[config.mk]
export PLATFORM = sky130hd
export DESIGN_NAME = sync_mem
export DESIGN_NICKNAME = d
export VERILOG_FILES = /design/src/rtl/sync_mem_pkg.sv /design/src/rtl/sync_mem_array.sv /design/src/rtl/sync_mem.sv
export SDC_FILE = /design/constraint.sdc
export NUM_CORES = 1
export LEC_CHECK = 0
export ABC_AREA = 1
export CORE_MARGIN = 2
export CORE_UTILIZATION = 45
export CTS_CLUSTER_SIZE = 14
export DETAILED_ROUTE_END_ITERATION = 6
export GPL_TIMING_DRIVEN = 0
export SYNTH_ARGS = -nofsm -noshare
export SYNTH_HDL_FRONTEND = slang
export SYNTH_SLANG_ARGS = --single-unit
[constraint.sdc]
create_clock -name clk -period 3.45 [get_ports clk]
set_input_delay 0.69 -clock clk [delete_from_list [all_inputs] [get_ports clk]]
set_output_delay 0.69 -clock clk [all_outputs]
set_load 0.02 [all_outputs]
[src/rtl/sync_mem_pkg.sv]
// -----------------------------------------------------------------------------
// sync_mem_pkg
// Shared definitions for the sync_mem request/complete memory block:
//   - default parameter values used by sync_mem and its array
//   - state encoding type and state constants for the control FSM
//   - width of the latency down-counter (supports LATENCY 1..15)
//   - helper to size the array index from the word count
// -----------------------------------------------------------------------------
package sync_mem_pkg;

    localparam int DEF_DATA_W  = 16;
    localparam int DEF_ADDR_W  = 16;
    localparam int DEF_DEPTH   = 20;
    localparam int DEF_LATENCY = 2;

    // Down-counter width; LATENCY-1 never exceeds 14.
    localparam int CNT_W = 4;

    typedef logic [1:0] state_t;

    localparam state_t ST_INIT = 2'd0;
    localparam state_t ST_IDLE = 2'd1;
    localparam state_t ST_BUSY = 2'd2;
    localparam state_t ST_DONE = 2'd3;

    // Index width for a DEPTH-word array; a single-word array still needs one bit.
    function automatic int idx_width(input int depth);
        return (depth > 1) ? $clog2(depth) : 1;
    endfunction

endpackage

[src/rtl/sync_mem_array.sv]
// -----------------------------------------------------------------------------
// sync_mem_array
// DEPTH x DATA_W storage with one write port and one synchronous read port.
// Contents are never reset; the owner clears them with its own write sweep.
//
// Ports
//   clk      : clock, all activity on the rising edge
//   i_we     : write enable
//   i_waddr  : write word index
//   i_wdata  : write data
//   i_re     : read enable; o_rdata updates on the edge where i_re is high
//   i_raddr  : read word index
//   o_rdata  : registered read data, held until the next enabled read
// -----------------------------------------------------------------------------
module sync_mem_array
    import sync_mem_pkg::*;
#(
    parameter int DATA_W = DEF_DATA_W,
    parameter int DEPTH  = DEF_DEPTH,
    parameter int IDX_W  = idx_width(DEF_DEPTH)
) (
    input  logic              clk,
    input  logic              i_we,
    input  logic [IDX_W-1:0]  i_waddr,
    input  logic [DATA_W-1:0] i_wdata,
    input  logic              i_re,
    input  logic [IDX_W-1:0]  i_raddr,
    output logic [DATA_W-1:0] o_rdata
);

    logic [DATA_W-1:0] r_mem [DEPTH];
    logic [DATA_W-1:0] r_rdata;

    // Index bits can encode more than DEPTH words when DEPTH is not a power
    // of two; those indices are simply ignored here.
    logic w_wr_ok;
    logic w_rd_ok;

    assign w_wr_ok = (32'(i_waddr) < 32'(DEPTH));
    assign w_rd_ok = (32'(i_raddr) < 32'(DEPTH));

    always_ff @(posedge clk) begin
        if (i_we && w_wr_ok) begin
            r_mem[i_waddr] <= i_wdata;
        end
    end

    always_ff @(posedge clk) begin
        if (i_re) begin
            r_rdata <= w_rd_ok ? r_mem[i_raddr] : '0;
        end
    end

    assign o_rdata = r_rdata;

endmodule

[src/rtl/sync_mem.sv]
// -----------------------------------------------------------------------------
// sync_mem
// Word memory with a four-phase request/complete handshake. After reset the
// array is cleared one word per cycle; then each request held on EN is
// accepted in IDLE, completes LATENCY cycles later with MFC high, and MFC
// stays high until the master drops EN.
//
// Ports
//   clk      : clock
//   reset    : asynchronous, active-high reset
//   EN       : request, held by the master until MFC is seen
//   R_W      : 1 = read, 0 = write (sampled at accept)
//   address  : word address (sampled at accept)
//   dataIn   : write data (sampled at accept)
//   dataOut  : read data, valid while MFC is high after a read, 0 otherwise
//   MFC      : memory function complete
//   err      : address was out of range, valid while MFC is high
//   ready    : clear sweep finished and FSM idle
//
// state   | meaning
// --------+------------------------------------------------------------------
// INIT    | writing zero to word r_index, one word per cycle; EN ignored
// IDLE    | waiting for EN; accept latches R_W/address/dataIn, loads counter
// BUSY    | counting down; at terminal count the access is performed
// DONE    | MFC high, outputs held; leaves when EN is low
// -----------------------------------------------------------------------------
module sync_mem
    import sync_mem_pkg::*;
#(
    parameter int DATA_W  = DEF_DATA_W,
    parameter int ADDR_W  = DEF_ADDR_W,
    parameter int DEPTH   = DEF_DEPTH,
    parameter int LATENCY = DEF_LATENCY
) (
    input  logic              clk,
    input  logic              reset,
    input  logic              EN,
    input  logic              R_W,
    input  logic [ADDR_W-1:0] address,
    input  logic [DATA_W-1:0] dataIn,
    output logic [DATA_W-1:0] dataOut,
    output logic              MFC,
    output logic              err,
    output logic              ready
);

    localparam int                IDX_W     = idx_width(DEPTH);
    localparam logic [IDX_W-1:0]  LAST_IDX  = IDX_W'(DEPTH - 1);
    localparam logic [CNT_W-1:0]  CNT_LOAD  = CNT_W'(LATENCY - 1);
    // One extra bit so DEPTH == 2**ADDR_W does not wrap to zero.
    localparam logic [ADDR_W:0]   DEPTH_EXT = (ADDR_W + 1)'(DEPTH);

    state_t             r_state;
    logic [IDX_W-1:0]   r_index;
    logic [CNT_W-1:0]   r_cnt;
    logic               r_rw;
    logic [ADDR_W-1:0]  r_addr;
    logic [DATA_W-1:0]  r_wdata;
    logic               r_err;
    logic               r_is_read;

    logic               w_access;
    logic               w_oor;
    logic [IDX_W-1:0]   w_addr_idx;
    logic               w_arr_we;
    logic [IDX_W-1:0]   w_arr_waddr;
    logic [DATA_W-1:0]  w_arr_wdata;
    logic               w_arr_re;
    logic [DATA_W-1:0]  w_arr_rdata;
    logic               w_done;

    // Terminal count of the latency timer: the access happens on this edge.
    assign w_access   = (r_state == ST_BUSY) && (r_cnt == '0);
    assign w_oor      = ({1'b0, r_addr} >= DEPTH_EXT);
    assign w_addr_idx = r_addr[IDX_W-1:0];

    // The clear sweep owns the write port in INIT; otherwise only an
    // in-range write access may store.
    always_comb begin
        w_arr_we    = 1'b0;
        w_arr_waddr = w_addr_idx;
        w_arr_wdata = r_wdata;
        if (r_state == ST_INIT) begin
            w_arr_we    = 1'b1;
            w_arr_waddr = r_index;
            w_arr_wdata = '0;
        end else if (w_access && !r_rw && !w_oor) begin
            w_arr_we = 1'b1;
        end
    end

    assign w_arr_re = w_access && r_rw && !w_oor;

    sync_mem_array #(
        .DATA_W (DATA_W),
        .DEPTH  (DEPTH),
        .IDX_W  (IDX_W)
    ) u_array (
        .clk     (clk),
        .i_we    (w_arr_we),
        .i_waddr (w_arr_waddr),
        .i_wdata (w_arr_wdata),
        .i_re    (w_arr_re),
        .i_raddr (w_addr_idx),
        .o_rdata (w_arr_rdata)
    );

    always_ff @(posedge clk or posedge reset) begin
        if (reset) begin
            r_state   <= ST_INIT;
            r_index   <= '0;
            r_cnt     <= '0;
            r_rw      <= 1'b0;
            r_addr    <= '0;
            r_wdata   <= '0;
            r_err     <= 1'b0;
            r_is_read <= 1'b0;
        end else begin
            case (r_state)
                ST_INIT: begin
                    if (r_index == LAST_IDX) begin
                        r_index <= '0;
                        r_state <= ST_IDLE;
                    end else begin
                        r_index <= r_index + 1'b1;
                    end
                end
                ST_IDLE: begin
                    if (EN) begin
                        r_rw    <= R_W;
                        r_addr  <= address;
                        r_wdata <= dataIn;
                        r_cnt   <= CNT_LOAD;
                        r_state <= ST_BUSY;
                    end
                end
                ST_BUSY: begin
                    if (r_cnt == '0) begin
                        r_err     <= w_oor;
                        r_is_read <= r_rw;
                        r_state   <= ST_DONE;
                    end else begin
                        r_cnt <= r_cnt - 1'b1;
                    end
                end
                ST_DONE: begin
                    // Completion is shown for at least one cycle even if EN
                    // was already dropped during BUSY.
                    if (!EN) begin
                        r_state <= ST_IDLE;
                    end
                end
                default: begin
                    r_state <= ST_INIT;
                end
            endcase
        end
    end

    // Outputs are gated by DONE so they vanish the cycle after leaving it
    // and are forced low immediately by reset.
    assign w_done  = (r_state == ST_DONE);
    assign MFC     = w_done;
    assign err     = w_done && r_err;
    assign dataOut = (w_done && r_is_read && !r_err) ? w_arr_rdata : '0;
    assign ready   = (r_state == ST_IDLE);

endmodule

==> results.sh, run 1 <==
export IMPL_yosys_most_used_dff="edfxtp_1"
export IMPL_grt_max_degree=39
export IMPL_relSlewSlack_pct=31.8
export IMPL_clk_pin_slew_ns=0.06
export IMPL_port_buffers=54
export IMPL_drtIter0Drc=995
export IMPL_clock_fmax_ghz=0.303
export IMPL_finalCritPeriodShare_pct=95.7
export IMPL_final_cell_mix="nand2_1 (399), edfxtp_1 (336), inv_1 (228)"
export IMPL_grt_pass1_vias=10600
export IMPL_fin_worst_skew_ns=0.0213
export IMPL_path_max_fanout=16
export IMPL_critPathBufInv=1
export IMPL_cts_sinks=382
export IMPL_num_antenna_cells=0
export IMPL_grt_use_total_pct=22.4
export IMPL_worst_ir_drop_vdd_v=0.000417
export IMPL_drv_slew=0
export IMPL_grt_pass1_wl_um=63300
export IMPL_synthToLayoutAreaGrowth_pct=17.0
export IMPL_drive_gt1_share_pct=10.3
export IMPL_status="finished, final reports clean"
export IMPL_drv_cap=0
export IMPL_finalSetupViolCount=0
export IMPL_fillers=3106
export IMPL_ant_nets=0
export IMPL_num_nets_final=1718
export IMPL_root_buffer="clkbuf_16"
export IMPL_p_leak_uw=0.00780
export IMPL_hp_class="input port to asynchronous set/reset pin"
export IMPL_crit_arrival_ns=2.61
export IMPL_power_density_mw_per_mm2=881
export IMPL_post_cts_setup_buffer_count=0
export IMPL_ctsHoldBuffers=0
export IMPL_syn_avg_cell_area_um2=10.5
export IMPL_synth_nets=1601
export IMPL_vias_per_cell=5.04
export IMPL_path_cells="ha_1 -> nand3_4 -> nor2_1 -> clkdlybuf4s50_1"
export IMPL_critPathSlowestCell="clkdlybuf4s50_1"
export IMPL_grt_setup_unrepaired="no"
export IMPL_dp_cells=2093
export IMPL_tightest_slew_ns=1.02
export IMPL_grt_overflow=0
export IMPL_critPathMaxStageDelay_ns=0.67
export IMPL_io_pins=55
export IMPL_ys_seq_elements=382
export IMPL_netlist_area_mm2=0.0163
export IMPL_coreArea_mm2=0.0357
export IMPL_endpoint_kind="output port"
export IMPL_cts_tree="yes"
export IMPL_fin_hold_ws_ns=0.383
export IMPL_htree_levels=2
export IMPL_path_class="flip-flop to output port"
export IMPL_die_h_um=194
export IMPL_post_route_min_period_ns=3.30
export IMPL_seq_area_frac_synth_pct=68.9
export IMPL_cts_buffers=41
export IMPL_fin_cells=2164
export IMPL_antenna_found_initial=0
export IMPL_dieArea_mm2=0.0378
export IMPL_drtPass1Iterations=7
export IMPL_yosysUniqueCellTypes=29
export IMPL_start_kind="flip-flop"
export IMPL_row_count=69
export IMPL_synth_cells=1557
export IMPL_synth_edf_count=336
export IMPL_final_common_cell="nand2_1"
export IMPL_async_flop_share_pct=12.0
export IMPL_die_w_um=194
export IMPL_r2r_setup_slack_ns=0.35
export IMPL_dp_hpwl_um=29800
export IMPL_vias=10900
export IMPL_ys_warn_count=0
export IMPL_wl_um=41400
export IMPL_cts_buffer_depth=3
export IMPL_route_detailed_drc=0
export IMPL_place_congestion=0.970
export IMPL_hold_violations=0
export IMPL_clk_insertion_delay_late_ns=0.55
export IMPL_cpLargestDelayFamily="buffers and inverters"
export IMPL_wire_per_inst_um=19.1
export IMPL_start_util_pct=45.7
export IMPL_crit_required_ns=2.76
[worst register-to-register path, cell delays in order, from the launching register on]
cell and delay (ns):
dfrtp_1 0.43, inv_1 0.10, ha_1 0.24, nand4_1 0.27, nor2_1 0.21, nand3_1 0.17
nand2_1 0.24, nand2_2 0.21, nor2_1 0.59, buf_4 0.32
[cells by family after synthesis]
kind of cell	count (synthesis)	share of synthesized area [%]
simple gates	731	18.5
buf+inv	307	7.65
fa+ha+maj	8	0.614
flops	382	68.9
xor+xnor	4	0.215
compound gates	125	4.14
[metal layers]
metal / share of wire, % / vias up / track usage, %
li1: - / 5338 / -
met1: 44 / 5140 / 31.8
met2: 45 / 354 / 34.9
met3: 6.6 / 75 / 2.90
met4: 4.4 / 0 / 9.37
met5: 0 / - / 0
[where the power goes]
part           leakage, uW  internal [uW]  total (uW)  switching, uW
sequential         0.00362           6180        6330            148
combinational      0.00356           1740        6310           4570
clock             0.000613           2430        4170           1740
total              0.00780          10400       16800           6460
[cell usage after synthesis, types with 2 or more instances]
library cell    n  area, um^2
inv_1         229         860
o211ai_1       16         120
buf_1           2        7.51
ha_1            8         100
nor3_1          2        10.0
nand3_1       191         956
o21ai_1         2        10.0
clkbuf_1       21        78.8
nor2_1        132         495
buf_2          41         205
a21oi_1        39         195
dfrtp_1        46        1150
nand2_1       399        1500
buf_6           2        22.5
o21ai_0        65         325
buf_4           7        52.6
edfxtp_1      336       10100
xor2_1          3        26.3
inv_2           4        15.0
o21ai_2         2        17.5
nor2_2          2        12.5
[sequential cells by signal (all words and copies together), names as in the netlist, 2 cells and up]
name             cells
r_state              2
r_addr              16
r_index              5
r_wdata             16
u_array.o_rdata     16
r_cnt                4
u_array.r_mem      320
[metrics by stage]
stage               power [uW]  utilization [%]  instance area (um^2)  setup slack (ns)  setup TNS [ns]
CTS                      16800             53.4                 19000           -0.0525          -0.102
global route             17700             53.5                 19100             0.106               0
detailed placement       12700             49.9                 17800            0.0965               0
floorplan                 9990                -                 16300             0.831               0
global placement         12300             48.9                 17400            0.0105               0
finish                   16800             53.5                 19100             0.147               0
[path summary, 6_finish.rpt]
kind,startpoint,to,cells after the start
max reg2reg,r_state[0]$_DFFE_PP0P_,u_array.r_mem[3][11]$_DFFE_PP_,9
min in group clk,r_addr[15]$_DFFE_PP0P_,r_addr[15]$_DFFE_PP0P_,2
max in group asynchronous,reset,r_index[0]$_DFFE_PP0N_,3
min,reset,r_addr[12]$_DFFE_PP0P_,2
min reg2reg,r_addr[15]$_DFFE_PP0P_,r_addr[15]$_DFFE_PP0P_,2
max,r_state[0]$_DFFE_PP0P_,dataOut[5],4
[cell type report]
class | instances | area (um^2) | area share [%]
timing repair buffer | 75 | 838 | 4.39
inverter | 234 | 881 | 4.62
clock inverter | 19 | 171 | 0.898
sequential | 382 | 11200 | 58.9
tap | 461 | 577 | 3.02
buffer | 72 | 363 | 1.90
multi-input combinational | 868 | 3930 | 20.6
clock buffer | 53 | 1080 | 5.66
[repair_timing]
item	in CTS	in global routing
endpoints found under the hold margin	0	0
gates resized for setup	2	3
endpoints found under the setup margin	8	25
Power figures use the tool's default switching activity.
==> run 2: changes to the inputs <==
Settings changed: CORE_ASPECT_RATIO set to 0.5.
==> run 2 against run 1 <==
Sequential cell count stayed put. Final area is 0.26% higher. Total power is 0.79% higher. Clock skew is 0.0013 ns lower. Final cell count is 0.97% higher.
==> results.sh, run 2 (synthesis gave the netlist of run 1 again) <==
export IMPL_cts_tree="yes"
export IMPL_drtIter0Drc=1210
export IMPL_path_class="flip-flop to output port"
export IMPL_critPathLaunch="r_state[0]$_DFFE_PP0P_"
export IMPL_holdCritStartpoint="r_addr[6]$_DFFE_PP0P_"
export IMPL_largest_register="u_array.r_mem"
export IMPL_place_congestion=0.897
export IMPL_ant_nets=0
export IMPL_grt_use_total_pct=23.2
export IMPL_start_util_pct=45.6
export IMPL_r2r_start="r_state[0]$_DFFE_PP0P_"
export IMPL_p_leak_uw=0.00782
export IMPL_status="finished, final reports clean"
export IMPL_row_count=49
export IMPL_die_w_um=273
export IMPL_cts_buffers=37
export IMPL_start_kind="flip-flop"
export IMPL_finalSetupTns_ns=0
export IMPL_drtPass1Iterations=5
export IMPL_finalSetupViolCount=0
export IMPL_dp_cells=2120
export IMPL_clk_insertion_delay_late_ns=0.54
export IMPL_synthToLayoutAreaGrowth_pct=17.3
export IMPL_grt_pass1_wl_um=65200
export IMPL_io_pins=55
export IMPL_final_common_cell="nand2_1"
export IMPL_vias=11300
export IMPL_largest_reg_flops=320
export IMPL_fin_util_pct=53.4
export IMPL_power_density_mw_per_mm2=886
export IMPL_grt_setup_unrepaired="no"
export IMPL_vias_per_cell=5.16
export IMPL_stdcell_area_mm2=0.0191
export IMPL_place_area_mm2=0.0179
export IMPL_htree_levels=2
export IMPL_hold_violations=0
export IMPL_fin_worst_skew_ns=0.0200
export IMPL_root_buffer="clkbuf_16"
export IMPL_dp_hpwl_um=30900
export IMPL_drive_gt1_share_pct=10.3
export IMPL_clock_fmax_ghz=0.308
export IMPL_relSlewSlack_pct=34.6
export IMPL_crit_required_ns=2.76
export IMPL_path_max_fanout=10
export IMPL_finalCritPeriodShare_pct=94.2
export IMPL_crit_arrival_ns=2.56
export IMPL_cts_buffer_depth=3
export IMPL_cts_sinks=382
export IMPL_drv_cap=0
export IMPL_wl_um=43700
export IMPL_totalPowerFinal_uw=16900
export IMPL_dieArea_mm2=0.0379
export IMPL_grt_pass1_vias=10800
export IMPL_wire_per_inst_um=20.0
export IMPL_worst_ir_drop_vdd_v=0.000524
export IMPL_grt_overflow=0
export IMPL_fin_cells=2185
export IMPL_drv_slew=0
export IMPL_num_antenna_cells=0
export IMPL_hp_class="flip-flop to flip-flop"
export IMPL_final_cell_mix="nand2_1 (399), edfxtp_1 (336), inv_1 (228)"
export IMPL_post_route_min_period_ns=3.25
export IMPL_port_buffers=54
export IMPL_route_detailed_drc=0
export IMPL_post_cts_setup_buffer_count=0
export IMPL_antenna_found_initial=1
export IMPL_clk_pin_slew_ns=0.07
export IMPL_die_h_um=139
export IMPL_endpoint_kind="output port"
export IMPL_grt_max_degree=25
export IMPL_coreArea_mm2=0.0358
export IMPL_tightest_slew_ns=0.980
export IMPL_num_nets_final=1720
-- run 2: worst paths after layout --
path | to | slack [ns] | cells past startpoint
setup / recovery | dataOut[11] | 0.20 | 5
hold / removal | r_addr[6]$_DFFE_PP0P_ | 0.49 | 2
setup reg to reg | u_array.r_mem[12][2]$_DFFE_PP_ | 0.44 | 8
hold reg to reg | r_addr[6]$_DFFE_PP0P_ | 0.49 | 2
max in group asynchronous | r_addr[5]$_DFFE_PP0P_ | 2.43 | 3
min in group asynchronous | r_state[0]$_DFFE_PP0P_ | 0.51 | 2
-- run 2: per-layer routing --
layer	up-vias	global-route usage [%]	part of all wire, %
li1	5336	-	-
met1	5423	35.2	46
met3	65	5.21	9.3
met4	0	6.04	2.3
met2	445	33.9	43
met5	-	0	0
-- run 2: final cells by class --
cell class              count  area, um^2
multi-input cells         868        3920
clock buffers              47        1000
clock inverters            17         175
well taps                 484         606
plain buffers              73         367
repair buffers             80         946
fillers                  3107       16700
inverters                 234         881
flip-flops and latches    382       11200
-- run 2: repair_timing --
action                     in CTS  in global routing
hold buffers                    0                  0
setup endpoints to repair       0                 42
resized for setup               0                  3
-- run 2: where the power goes --
group          total (uW)  internal, uW  switching, uW
clock                4050          2340           1710
combinational        6570          1820           4750
sequential           6330          6170            154
total               16900         10300           6610
-- run 2: worst max-delay path, cell delays in order, from the launching register on --
cell	delay [ns]
dfrtp_1	0.43
ha_1	0.28
nand3_2	0.25
clkbuf_1	0.28
nor2_1	0.16
clkdlybuf4s50_1	0.62
-- run 2: stage by stage --
| step | hold slack (ns) | worst slack, ns |
|---|---|---|
| after floorplan | 0.450 | 0.831 |
| after global placement | 0.465 | -0.0543 |
| after detailed placement | 0.469 | 0.0841 |
| after CTS | 0.491 | 0.0519 |
| after global routing | 0.521 | 0.0695 |
| final | 0.488 | 0.200 |
